===== src/rtl/fwd_source_tracker.sv =====
// Producer-side operand-forwarding tracker: shadows EX/MEM/WB destination info,
// flags load-use hazards and counts the stall cycles they cost.
module fwd_source_tracker #(
   parameter int CNT_W = 16,
   parameter int REG_W = 5
) (
   input  logic             CLK,
   input  logic             RST,
   input  logic             pipe_en,
   input  logic             flush_ex,
   input  logic             id_valid,
   input  logic [REG_W-1:0] id_rs,
   input  logic [REG_W-1:0] id_rt,
   input  logic [REG_W-1:0] id_rw,
   input  logic             id_regwen,
   input  logic             id_memread,
   output logic [REG_W-1:0] rwMEM,
   output logic [REG_W-1:0] rwWB,
   output logic             regWENmem,
   output logic             regWENwb,
   output logic             load_stall,
   output logic [31:0]      busy_mask,
   output logic [CNT_W-1:0] stall_cnt
);

   typedef struct packed {
      logic             valid;
      logic             wen;
      logic             ld;
      logic [REG_W-1:0] rw;
   } stage_t;

   stage_t           ex_q, ex_d, mem_q, mem_d, wb_q, wb_d;
   logic [CNT_W-1:0] cnt_q, cnt_d;

   // flush_ex masks the hazard so a killed consumer never costs a stall cycle
   always_comb begin
      load_stall = id_valid & ~flush_ex & ex_q.valid & ex_q.wen & ex_q.ld &
                   ((ex_q.rw == id_rs) | (ex_q.rw == id_rt));
   end

   always_comb begin
      ex_d  = ex_q;
      mem_d = mem_q;
      wb_d  = wb_q;
      cnt_d = cnt_q;
      if (pipe_en) begin
         wb_d  = mem_q;
         mem_d = ex_q;
         if (flush_ex | load_stall | ~id_valid) begin
            ex_d = '0;
         end else begin
            ex_d.valid = 1'b1;
            ex_d.rw    = id_rw;
            ex_d.wen   = id_regwen & (id_rw != '0);
            ex_d.ld    = id_memread;
         end
         if (load_stall && (cnt_q != '1)) begin
            cnt_d = cnt_q + 1'b1;
         end
      end
   end

   always_ff @(posedge CLK or posedge RST) begin
      if (RST) begin
         ex_q  <= '0;
         mem_q <= '0;
         wb_q  <= '0;
         cnt_q <= '0;
      end else begin
         ex_q  <= ex_d;
         mem_q <= mem_d;
         wb_q  <= wb_d;
         cnt_q <= cnt_d;
      end
   end

   always_comb begin
      busy_mask = '0;
      for (int unsigned r = 1; r < 32; r++) begin
         if ((ex_q.valid  & ex_q.wen  & (ex_q.rw  == REG_W'(r))) |
             (mem_q.valid & mem_q.wen & (mem_q.rw == REG_W'(r))) |
             (wb_q.valid  & wb_q.wen  & (wb_q.rw  == REG_W'(r)))) begin
            busy_mask[r] = 1'b1;
         end
      end
   end

   assign rwMEM     = mem_q.rw;
   assign rwWB      = wb_q.rw;
   assign regWENmem = mem_q.valid & mem_q.wen;
   assign regWENwb  = wb_q.valid & wb_q.wen;
   assign stall_cnt = cnt_q;

endmodule

===== config.mk =====
export PLATFORM = sky130hd
export DESIGN_NAME = fwd_source_tracker
export DESIGN_NICKNAME = d
export VERILOG_FILES = /design/src/rtl/fwd_source_tracker.sv
export SDC_FILE = /design/constraint.sdc
export NUM_CORES = 1
export LEC_CHECK = 0
export CAP_MARGIN = 20
export CELL_PAD_IN_SITES_DETAIL_PLACEMENT = 0
export CELL_PAD_IN_SITES_GLOBAL_PLACEMENT = 1
export CORE_AREA = 2 2 99 101
export DETAILED_ROUTE_END_ITERATION = 16
export DIE_AREA = 0 0 101 103
export PLACE_DENSITY = 0.78
export SYNTH_ARGS = -nofsm -noshare
export SYNTH_HDL_FRONTEND = slang
export SYNTH_SLANG_ARGS = --single-unit

===== constraint.sdc =====
create_clock -name CLK -period 3.22 [get_ports CLK]
set_input_delay 0.805 -clock CLK [delete_from_list [all_inputs] [get_ports CLK]]
set_output_delay 0.805 -clock CLK [all_outputs]
set_load 0.005 [all_outputs]

==> impl_metrics.py <==
metrics = {
    "status": {
        "status": "completed",
    },
    "timing": {
        "rsz0062_at_grt": "false",
        "period_share_pct": 94.82,
        "maxSlewHeadroom_pct": 61.74,
        "setup_viol": 0,
        "fin_setup_tns_ns": 0,
        "final-hold-violation-count": 0,
        "clock_skew_ns": 0.005681,
        "worst_slew_pin_slew_ns": 0.5739,
        "slew_violations": 0,
        "holdWs_ns": 0.5059,
        "fmax_ghz": 0.3275,
        "post-route-min-period_ns": 3.053,
    },
    "clocking": {
        "cts_buffers": 5,
        "clk_latency_ns": 0.29,
        "cts_tree": "done",
        "clockBufferDepth": 2,
        "htree_levels": 2,
        "cts.sinks": 38,
        "cts_root_buf": "clkbuf_8",
        "clk_pin_slew_ns": 0.07,
    },
    "setup_path": {
        "crit_fanout": 12,
        "worstSetupPathType": "register to primary output",
        "end_kind": "primary output",
        "cp-start-kind": "register",
        "crit_start": "rwMEM[0]",
        "reg2reg_slack_ns": 0.92,
        "timing.rr.start": "ex_q[3]",
        "worstPathRequired_ns": 2.41,
        "cp.arrival_ns": 2.25,
    },
    "cells_and_area": {
        "final_util_pct": 39.54,
        "drive_gt1_share_pct": 11.45,
        "finalNonFillerCells": 507,
        "fillCellCount": 979,
        "synthToLayoutAreaGrowth_pct": 35.31,
        "fin_nets": 415,
        "num_antenna_cells": 0,
    },
    "routing": {
        "wl_mm": 7.876,
        "vias": 2637,
        "drc_errors": 0,
        "vias_per_cell": 5.201,
        "wl_per_cell_um": 15.53,
        "drtIter0Drc": 121,
        "dr.pass1.iters": 7,
        "ant_nets": 0,
    },
    "min_path": {
        "hold_class": "register to register",
        "hp-start": "wb_q[7]",
    },
    "power": {
        "power.density_mw_per_mm2": 295.9,
        "total_leakage_power_nw": 1.643,
        "vdd_ir_drop_max_mv": 0.1660,
    },
    "logic_synthesis": {
        "synth_nets": 346,
        "synth_top_area_share_pct": 34.40,
        "synthTopCellsByCount": "nand2_1 (58), dfrtp_1 (38), nand3_1 (37)",
        "syn_area_per_cell_um2": 8.557,
        "synth_area_mm2": 0.002764,
        "yosysSeqAreaShare_pct": 34.40,
        "synth.area.top_cells": "dfrtp_1 (34%), nand2_1 (7.9%), nand3_1 (6.7%), mux2_2 (5.7%), a22oi_1 (5.4%)",
        "yosys_warnings": 0,
        "synthArstFlopShare_pct": 100.0,
        "ys_ff_latch": 38,
        "synthFlopType": "dfrtp_1",
        "synth_edf_count": 0,
        "synth.distinct_cells": 40,
        "post-synth-top-area-cell": "dfrtp_1",
        "postSynthCellCount": 323,
        "yosysMostFrequentCell": "nand2_1",
    },
    "die": {
        "dieHeight_um": 103,
        "die_area_mm2": 0.01040,
        "die_w_um": 101,
        "initial_core_util_pct": 29.22,
        "rows": 36,
        "core_mm2": 0.009459,
        "io_pins": 83,
    },
    "global_route": {
        "grt_pass1_wl_mm": 12.79,
        "grtUsageTotal_pct": 15.19,
        "antenna_found_initial": 0,
        "grt_max_degree": 39,
        "grt_pass1_vias": 2604,
        "grt_overflow": 0,
    },
    "run": {
        "maxCapViolations": 0,
    },
    "placement": {
        "dp.cells": 498,
        "dpl.hpwl_mm": 5.914,
        "place_congestion": 0.8755,
        "io_buffers": 81,
    },
}
[placed cells by master (no fill, tap or decap), drive strengths merged, types with 2 or more instances in the layout]
cell	count
clkbuf	8
and3	5
a22oi	20
a22o	6
clkdlybuf4s50	80
nand4	5
dfrtp	38
xor2	15
inv	4
a222oi	3
and4b	2
nand3	37
nand2	58
nor2b	15
xnor2	10
and2	3
nor4	2
nor3	15
and4	3
nor3b	8
nor2	16
buf	10
nand2b	2
mux2	15
[layout make-up]
type	count	area [um^2]	share of cell area [%]
clock buffers	8	110.1	2.944
inverters	5	18.77	0.5018
multi-input cells	251	1629	43.56
flip-flops and latches	38	950.9	25.43
well taps	114	142.6	3.814
repair buffers	91	888.4	23.75
[layer usage]
layer / global-route usage (%) / vias to the layer above / wire (um)
li1: - / 1265 / -
met1: 20.29 / 1272 / 3555
met3: 3.322 / 10 / 477
met4: 3.846 / 0 / 76
met5: 0 / - / 0
met2: 25.13 / 90 / 3767
[worst paths after layout]
| kind | endpoint | cells after the start |
|---|---|---|
| setup / recovery | busy_mask[29] | 5 |
| hold / removal | wb_q[7] | 1 |
| setup reg to reg | ex_q[6] | 6 |
| hold reg to reg | wb_q[7] | 1 |
| max in group asynchronous | ex_q[0] | 3 |
| min in group asynchronous | stall_cnt[11] | 3 |
[through the flow]
stage	total power, W	instance area, um^2	setup slack, ns
2_1_floorplan	0.0006577	2764	1.036
3_3_place_gp	0.0007283	3602	0.08301
3_5_place_dp	0.0007320	3602	0.07070
4_1_cts	0.001118	3712	0.01827
5_1_grt	0.001158	3740	0.0009663
6_report	0.001107	3740	0.1667
[critical path: stages, from the launching register on]
cell and delay [ns]:
dfrtp_1 0.58, nor2b_1 0.38, and3_1 0.31, nand3_1 0.10, nand3_1 0.10, clkdlybuf4s50_1 0.50
[kinds of logic (layout without fill, tap and decap cells)]
group                      count (synthesis)  count (layout)  synth area share [%]
other                                      1               1                0.1357
and+or+nand+nor                          175             175                 32.91
muxes                                     15              15                 6.111
AOI/OAI and AO/OA                         34              34                 10.77
buffers and inverters                     34             104                 7.288
DFF                                       38              38                 34.40
adders and majority gates                  1               1                0.4526
xor gates and xnor gates                  25              25                 7.922
[where the power goes]
group / internal [W] / leakage (nW) / switching, W
sequential: 0.000498 / 0.519 / 0.0000469
combinational: 0.0000978 / 1.07 / 0.0000820
clock: 0.000216 / 0.0575 / 0.000165
[sequential cells by signal, indices dropped and copies added (netlist names)]
| register | count |
|---|---|
| ex_q | 8 |
| stall_cnt | 16 |
| rwWB | 5 |
| rwMEM | 5 |
| mem_q | 2 |
| wb_q | 2 |
[what timing repair did]
item,CTS,global route
hold buffers,0,0
setup endpoints to repair,0,8
gates resized for setup,0,5
setup buffers,0,1
(Power assumes the default switching activity.)
